--- config.mk ---
export PLATFORM = sky130hd
export DESIGN_NAME = sine_phase_sequencer
export DESIGN_NICKNAME = d
export VERILOG_FILES = /design/src/rtl/sine_gen_defs.sv /design/src/rtl/sine_phase_sequencer_phase_accumulator.sv /design/src/rtl/sine_phase_sequencer.sv
export SDC_FILE = /design/constraint.sdc
export NUM_CORES = 1
export LEC_CHECK = 0
export CAP_MARGIN = 15
export CORE_UTILIZATION = 35
export DETAILED_ROUTE_END_ITERATION = 8
export GPL_ROUTABILITY_DRIVEN = 1
export GPL_TIMING_DRIVEN = 0
export HOLD_SLACK_MARGIN = 0.12
export PLACE_DENSITY_LB_ADDON = 0.12
export SLEW_MARGIN = 20
export SYNTH_ARGS = -nofsm -noshare
export SYNTH_HDL_FRONTEND = slang
export SYNTH_SLANG_ARGS = --single-unit
--- constraint.sdc ---
create_clock -name clk -period 3.9 [get_ports clk]
set_input_delay 0.78 -clock clk [delete_from_list [all_inputs] [get_ports clk]]
set_output_delay 0.78 -clock clk [all_outputs]
set_load 0.01 [all_outputs]
--- src/rtl/sine_gen_defs.sv ---
// Definitions shared by the sine-generator blocks.
package sine_gen_defs;

    typedef enum logic [1:0] {
        IDLE     = 2'd0,
        RUN      = 2'd1,
        STOPPING = 2'd2
    } seq_state_t;

    localparam int LUT_IDX_W = 6;

    // Phase 0 of the LUT is the midscale sample.
    localparam logic [LUT_IDX_W-1:0] MIDSCALE_IDX = 6'd0;

endpackage

--- src/rtl/sine_phase_sequencer_phase_accumulator.sv ---
// Registered phase accumulator with clear/enable; the carry is the period wrap.
module phase_accumulator #(
    parameter int ACC_W = 16
) (
    input  logic             clk,
    input  logic             rst_n,
    input  logic             clr,
    input  logic             en,
    input  logic [ACC_W-1:0] inc,
    output logic [ACC_W-1:0] acc,
    output logic             carry
);

    logic [ACC_W-1:0] sum;

    // Carry is combinational so the controller can act on the wrapping edge.
    always_comb begin
        {carry, sum} = {1'b0, acc} + {1'b0, inc};
    end

    // Clear wins over enable so a run end parks the phase at 0, not the wrapped value.
    always_ff @(posedge clk or negedge rst_n) begin
        if (!rst_n)   acc <= '0;
        else if (clr) acc <= '0;
        else if (en)  acc <= sum;
    end

endmodule

--- src/rtl/sine_phase_sequencer.sv ---
// Run controller for the sine LUT index: config handshake, period counting, graceful stop.
module sine_phase_sequencer
    import sine_gen_defs::*;
#(
    parameter int ACC_W = 16,
    parameter int CNT_W = 8
) (
    input  logic                 clk,
    input  logic                 rst_n,
    input  logic                 cfg_valid,
    output logic                 cfg_ready,
    input  logic [ACC_W-1:0]     cfg_inc,
    input  logic [CNT_W-1:0]     cfg_cycles,
    input  logic                 start,
    input  logic                 stop,
    output logic [LUT_IDX_W-1:0] lut_idx,
    output logic                 sample_valid,
    output logic                 busy,
    output logic                 wave_done
);

    seq_state_t       state, state_nxt;
    logic [ACC_W-1:0] inc_reg;
    logic [CNT_W-1:0] cycles_reg;
    logic [CNT_W-1:0] per_cnt;
    logic [CNT_W-1:0] per_cnt_inc;
    logic [ACC_W-1:0] acc;
    logic             carry;
    logic             acc_clr, acc_en, cnt_clr, cnt_step, done_set;

    phase_accumulator #(.ACC_W(ACC_W)) u_acc (
        .clk   (clk),
        .rst_n (rst_n),
        .clr   (acc_clr),
        .en    (acc_en),
        .inc   (inc_reg),
        .acc   (acc),
        .carry (carry)
    );

    assign per_cnt_inc  = per_cnt + 1'b1;
    assign cfg_ready    = (state == IDLE);
    assign busy         = (state != IDLE);
    assign sample_valid = (state == RUN) || (state == STOPPING);
    assign lut_idx      = LUT_IDX_W'(acc >> (ACC_W - LUT_IDX_W));

    // Next-state and datapath controls; a wrap that ends the run clears the phase.
    always_comb begin
        state_nxt = state;
        acc_clr   = 1'b0;
        acc_en    = 1'b0;
        cnt_clr   = 1'b0;
        cnt_step  = 1'b0;
        done_set  = 1'b0;
        case (state)
            IDLE: begin
                // Zero check uses the increment held before any same-edge config write.
                if (start && (inc_reg != '0)) begin
                    state_nxt = RUN;
                    acc_clr   = 1'b1;
                    cnt_clr   = 1'b1;
                end
            end
            RUN: begin
                acc_en = 1'b1;
                if (carry) begin
                    if (stop || ((cycles_reg != '0) && (per_cnt_inc == cycles_reg))) begin
                        state_nxt = IDLE;
                        acc_clr   = 1'b1;
                        done_set  = 1'b1;
                    end else begin
                        cnt_step = 1'b1;
                    end
                end else if (stop) begin
                    state_nxt = STOPPING;
                end
            end
            STOPPING: begin
                acc_en = 1'b1;
                if (carry) begin
                    state_nxt = IDLE;
                    acc_clr   = 1'b1;
                    done_set  = 1'b1;
                end
            end
            default: begin
                state_nxt = IDLE;
                acc_clr   = 1'b1;
            end
        endcase
    end

    // State register and registered end-of-run pulse.
    always_ff @(posedge clk or negedge rst_n) begin
        if (!rst_n) begin
            state     <= IDLE;
            wave_done <= 1'b0;
        end else begin
            state     <= state_nxt;
            wave_done <= done_set;
        end
    end

    // Config latch; only accepted while idle.
    always_ff @(posedge clk or negedge rst_n) begin
        if (!rst_n) begin
            inc_reg    <= '0;
            cycles_reg <= '0;
        end else if (cfg_valid && cfg_ready) begin
            inc_reg    <= cfg_inc;
            cycles_reg <= cfg_cycles;
        end
    end

    // Completed-period counter; wraps freely in continuous mode.
    always_ff @(posedge clk or negedge rst_n) begin
        if (!rst_n)        per_cnt <= '0;
        else if (cnt_clr)  per_cnt <= '0;
        else if (cnt_step) per_cnt <= per_cnt_inc;
    end

endmodule

==> metrics, run 1 <==
GRT Residual Overflow 0; Rel. slew slack 52.8%; # nets final 441; CTS root buf clkbuf_8; Ys Warns 0; Synth Instances 345; Die Area 9930 µm²; critical path peak fanout 10; highest clock rate 0.359 GHz; WP buf/inv 2; post-route setup TNS 0 ns; final setup margin 1.11 ns; crit path cell chain ha_1 -> inv_1 -> fa_1 -> nor2b_1 -> o31a_1 -> o31a_1 -> o41a_1 -> nand3_2 -> buf_6 -> or3_1 -> a21oi_1; vias in the first global route 2,549; DIE HEIGHT 99.6 µm; die extent in x 99.6 µm; Mean Syn Cell Area 9.67 µm²; Final period util 71.5%; Worst-path clk slew 0.11 ns; Worst-Margin Slew 0.707 ns; Critical Path End Type register; Cell variety after synth 60; CP peak stage delay 0.39 ns; Final Hold Viols 0; Via Count 2,649; Worst setup SP type register; Max Transition Viols Final 0; Routed WL 7990 µm; initial core utilization 36.1%; via/cell ratio 5.09; ANT cells 0; final estimated routing congestion in global placement 0.792; RSZ-0062 raised after global routing false; CTS buffer count 5; maxcap violations 0; Final HPWL DP 5860 µm; fin crit period 2.79 ns; Worst Path Arrival 3.03 ns; EDFF count, synth 0; leakage 0.00174 µW; CTS max path bufs 2; Overall Global Routing Usage 17.2%; ys flop type dfrtp_1; asr flop ratio synth 100%; crit-path leading delay family compound AO/OA/AOI/OAI gates; Worst-Skew Late Latency 0.32 ns; Hold Path Class input port to async pin; Power Dens Cells 843 nW/µm²; syn_nets 396; most frequent CP cell o31a_1; DR WL/cell 15.4 µm; post-place setup slack 1.05 ns; port bufs 38; initial DRC count 99; Area Growth Syn to Fin 19.6%; TritonRoute pass-1 iters 4; CTS resizes 0; critical path class register to register; H-Tree Depth 2; # rows 35; Hold-fix buffers, CTS 0; first-pass GRT wire length 13,100 µm; #FFs+latches synth 51; sequential share of the synthesized area 38.3%; Post-Syn Area 3340 µm²; fraction of layout cells with a size suffix above 1 13.8%; core area 9240 µm²; DRT antenna net count 0; num ports 39; largest net degree at the start of global routing 52; CP max stage cell dfrtp_1; Residual DRC 0; status complete, no violations; Worst Skew 0.00964 ns; WP data required 4.14 ns; Post-CTS Setup Bufs 0; Peak VDD IR 291 µV; Setup-failing EPs final 0; antenna violations before repair 0; TritonCTS clock tree yes; clock sink total 51
[routing by layer]
layer | GRT usage [%] | wire (µm) | up-vias
met5 | 0 | 0 | -
met4 | 4.07 | 70 | 0
met3 | 2.25 | 228 | 7
met2 | 28.9 | 3730 | 39
met1 | 23.5 | 3960 | 1261
li1 | - | - | 1342
[cell usage in the layout, fill, tap and decap left out, types with 15 or more instances in the layout]
master	synthesis	final
o21ai_0	15	15
ha_1	21	21
mux2_2	24	24
nand2_1	20	20
dfrtp_1	51	51
nor2_1	34	34
clkdlybuf4s50_1	0	37
a21oi_1	17	17
inv_1	17	17
[power by group]
group / switching, µW / internal [µW]
Sequential: 192 / 749
Clock: 202 / 194
Combinational: 1110 / 919
Total: 1500 / 1860
[final cells by class]
class                      count  area (µm²)
fill                         934        5250
multi-input combinational    258        1870
sequential                    51        1280
timing repair buffer          38         378
tap                          129         161
buffer                        19         121
clock buffer                   5        68.8
inverter                      17        63.8
clock inverter                 3        46.3
[metrics by stage]
| step | total power (µW) | cells | utilization (%) | hold slack (ns) | area, µm² |
|---|---|---|---|---|---|
| CTS | 3390 | 520 | 43.2 | 0.514 | 3990 |
| global route | 3670 | 520 | 43.2 | 0.540 | 3990 |
| floorplan | 2410 | 345 | - | 0.484 | 3340 |
| finish | 3360 | 520 | 43.2 | 0.489 | 3990 |
| detailed placement | 2980 | 512 | 41.9 | 0.518 | 3870 |
| global placement | 2950 | 512 | 42.0 | 0.507 | 3880 |
[final timing paths]
check                                  start           end  slack [ns]  cells past startpoint
worst max-delay path              inc_reg[0]    per_cnt[3]        1.11                     11
worst min-delay path                   rst_n   inc_reg[10]        0.49                      1
worst max register to register    inc_reg[0]    per_cnt[3]        1.11                     11
worst min register to register  u_acc.acc[3]  u_acc.acc[3]        0.54                      2
max in group asynchronous              rst_n    per_cnt[1]        2.96                      1
min in group clk                u_acc.acc[3]  u_acc.acc[3]        0.54                      2
[worst reg2reg max path, cell delays in order, from the launching register on]
cell	delay (ns)
dfrtp_1	0.39
ha_1	0.20
inv_1	0.06
fa_1	0.38
nor2b_1	0.22
o31a_1	0.26
o31a_1	0.25
o41a_1	0.24
nand3_2	0.10
buf_6	0.16
or3_1	0.34
a21oi_1	0.13
[synthesized netlist by cell type (4+ instances only)]
| cell type | instances | area share [%] |
|---|---|---|
| nand4_1 | 6 | 1.1 |
| or3_1 | 6 | 1.1 |
| o31a_1 | 4 | 1.1 |
| dfrtp_1 | 51 | 38 |
| nor3_1 | 10 | 1.5 |
| a21oi_1 | 17 | 2.6 |
| o21a_1 | 4 | 0.90 |
| nor2_1 | 34 | 3.8 |
| nand3_1 | 9 | 1.4 |
| mux2_2 | 24 | 8.1 |
| xor2_1 | 5 | 1.3 |
| nor4_1 | 6 | 1.1 |
| xnor2_1 | 6 | 1.6 |
| ha_1 | 21 | 7.9 |
| buf_4 | 7 | 1.6 |
| clkbuf_1 | 7 | 0.79 |
| nand2_1 | 20 | 2.3 |
| a211oi_1 | 5 | 1.1 |
| mux2i_1 | 10 | 3.0 |
| o21ai_0 | 15 | 2.3 |
| a31oi_1 | 7 | 1.3 |
| inv_1 | 17 | 1.9 |
[kinds of logic (layout without fill, tap and decap cells)]
family	count (synthesis)	in the layout	share of synthesized area, %
buf+inv	36	82	5.55
xor+xnor	11	11	2.89
simple gates	113	113	17.5
flops	51	51	38.3
compound gates	78	78	16.2
fa+ha+maj	22	22	8.48
mux	34	34	11.1
Note: power is estimated with default switching activity, not from simulation.
==> run 2, diff against run 1 <==
==> constraint.sdc (replaced) <==
create_clock -name clk -period 2.6 [get_ports clk]
set_input_delay 0.52 -clock clk [delete_from_list [all_inputs] [get_ports clk]]
set_output_delay 0.52 -clock clk [all_outputs]
set_load 0.01 [all_outputs]
==> run 2 against run 1 <==
  * Highest routed layer unchanged
  * Clock power up 51%
  * Register-to-register slack worse by 1.2 ns
  * Wire length up 4.7%
  * The flow now finishes with violations (setup timing)
==> metrics, run 2 (synthesis results as in run 1) <==
RSZ-0062 raised after global routing true (was false); first-pass GRT wire length 13,400 µm (was 13,100 µm); core area 9240 µm² (unchanged); Final HPWL DP 5860 µm (unchanged); Residual DRC 0 (unchanged); sw frac 44.4% (was 44.6%); Psw 2460 µW (was 1500 µW); WP data required 2.78 ns (was 4.14 ns); RR Endpoint per_cnt[1] (was per_cnt[3]); status complete, but fails checks (was complete, no violations); TritonCTS clock tree yes (unchanged); final setup margin -0.0536 ns (was 1.11 ns); DIE HEIGHT 99.6 µm (unchanged); Worst R2R Setup Slack -0.05 ns (was 1.11 ns); Post-Layout Inst Area 4270 µm² (was 3990 µm²); Worst-Margin Slew 0.731 ns (was 0.707 ns); # rows 35 (unchanged); Comb power frac 63.4% (was 60.2%); Final Hold Viols 0 (unchanged); Worst Skew 0.0128 ns (was 0.00964 ns); num ports 39 (unchanged); CTS buffer count 5 (unchanged); CTS root buf clkbuf_8 (unchanged); maxcap violations 0 (unchanged); vias in the first global route 2,563 (was 2,549); Worst setup SP type register (unchanged); Worst-Skew Late Latency 0.32 ns (about the same); clock power share 10.7% (was 11.8%); largest net degree at the start of global routing 52 (unchanged); Max Transition Viols Final 0 (unchanged); initial core utilization 36.1% (unchanged); die extent in x 99.6 µm (unchanged); Rel. slew slack 51.3% (was 52.8%); clock sink total 51 (unchanged); via/cell ratio 5.15 (was 5.09); Worst Path Arrival 2.83 ns (was 3.03 ns); final estimated routing congestion in global placement 0.792 (unchanged); DR WL/cell 15.7 µm (was 15.4 µm); Peak VDD IR 559 µV (was 291 µV); FF-to-FF Start inc_reg[0] (unchanged); Die Area 9930 µm² (unchanged); critical path peak fanout 5 (was 10); Seq pwr share 25.9% (was 28.0%); Setup-failing EPs final 9 (was 0); Hold Path Class input port to async pin (unchanged); fin crit period 2.65 ns (was 2.79 ns); TritonRoute pass-1 iters 4 (unchanged); Routed WL 8370 µm (was 7990 µm); H-Tree Depth 2 (unchanged); antenna violations before repair 0 (unchanged); DRT antenna net count 0 (unchanged); FF-to-FF path depth 11 (unchanged); Final period util 102% (was 71.5%); crit path to per_cnt[1] (was per_cnt[3]); Via Count 2,745 (was 2,649); Pwr Total 5550 µW (was 3360 µW); GRT Residual Overflow 0 (unchanged); Power Dens Cells 1300 nW/µm² (was 843 nW/µm²); failing checks setup timing; CTS max path bufs 2 (unchanged); Hold-fix buffers, CTS 0 (unchanged); Area Growth Syn to Fin 28.0% (was 19.6%); # nets final 454 (was 441); Critical Path End Type register (unchanged); Int Pwr 3080 µW (was 1860 µW); port bufs 38 (unchanged); CP startpoint inc_reg[0] (unchanged); Placed Instance Area 3870 µm² (unchanged); post-place setup slack -0.135 ns (was 1.05 ns); initial DRC count 91 (was 99); most frequent cells in the layout 50 x dfrtp_1, 37 x clkdlybuf4s50_1, 28 x nor2_1, 24 x mux2_2, 20 x buf_4 (was 51 x dfrtp_1, 37 x clkdlybuf4s50_1, 34 x nor2_1, 24 x mux2_2, 21 x ha_1); highest clock rate 0.377 GHz (was 0.359 GHz); Overall Global Routing Usage 17.5% (was 17.2%); fraction of layout cells with a size suffix above 1 24.3% (was 13.8%); leakage 0.00183 µW (was 0.00174 µW); ANT cells 0 (unchanged); Worst-path clk slew 0.11 ns (about the same); commonest non-fill, non-tap cell in the layout dfrtp_1 (unchanged); critical path class register to register (unchanged)
[run 2: cell count changes in the layout (fill, tap and decap cells not counted), sizes merged]
| cell | change |
|---|---|
| buf | +13 |
[run 2: worst min-delay path by stage]
stage / from / to / slack [ns] / cells past startpoint
after floorplan: rst_n / cycles_reg[0] / 0.22 / 0
final: rst_n / inc_reg[14] / 0.23 / 1
after global placement: u_acc.acc[6] / u_acc.acc[6] / 0.51 / 2
after detailed placement: u_acc.acc[6] / u_acc.acc[6] / 0.52 / 2
after CTS: rst_n / u_acc.acc[10] / 0.25 / 1
after global routing: rst_n / inc_reg[10] / 0.28 / 1
[run 2: critical path, stage by stage, from the launching register on]
cell	delay [ns]
dfrtp_1	0.41
ha_2	0.19
inv_2	0.06
fa_2	0.22
nor2b_4	0.05
o31a_1	0.30
o31a_1	0.31
o41a_1	0.48
nand3_2	0.12
buf_6	0.14
mux2i_1	0.17
nor2_1	0.05
[run 2: metrics by stage]
stage | utilization [%] | hold WS, ns | setup TNS [ns] | instances
after CTS | 44.5 | 0.254 | -0.134 | 527
after global placement | 42.0 | 0.507 | -37.15 | 512
after global routing | 46.2 | 0.279 | -1.76 | 533
after detailed placement | 41.9 | 0.518 | -1.38 | 512
after floorplan | - | 0.224 | 0 | 345
final | 46.2 | 0.228 | -0.167 | 533
[run 2: area by class of cell]
type / count / area, µm²
clock inverter: 3 / 46.3
sequential: 51 / 1280
timing repair buffer: 51 / 479
buffer: 19 / 131
fill: 917 / 4970
inverter: 17 / 63.8
tap: 129 / 161
clock buffer: 5 / 68.8
multi-input combinational: 258 / 2040
[run 2: layer usage]
layer	vias up	wire (µm)	global-route usage [%]
met5	-	0	0
met4	0	42	4.07
met3	5	291	2.25
met2	45	3960	28.6
met1	1319	4070	24.7
li1	1376	-	-
[run 2: power by group through the flow]
| stage | clock (µW) | sequential, µW | combinational [µW] |
|---|---|---|---|
| after global placement | 0 | 1430 | 2990 |
| after global routing | 642 | 1490 | 3880 |
| final | 595 | 1440 | 3520 |
| after floorplan | 0 | 1330 | 2300 |
| after detailed placement | 0 | 1430 | 3030 |
| after CTS | 614 | 1430 | 3250 |
[run 2: what timing repair did]
action,CTS,global route
resized for setup,15,32
cloned,1,0
setup buffers,6,6
pin swaps,10,10
endpoints found under the setup margin,24,24
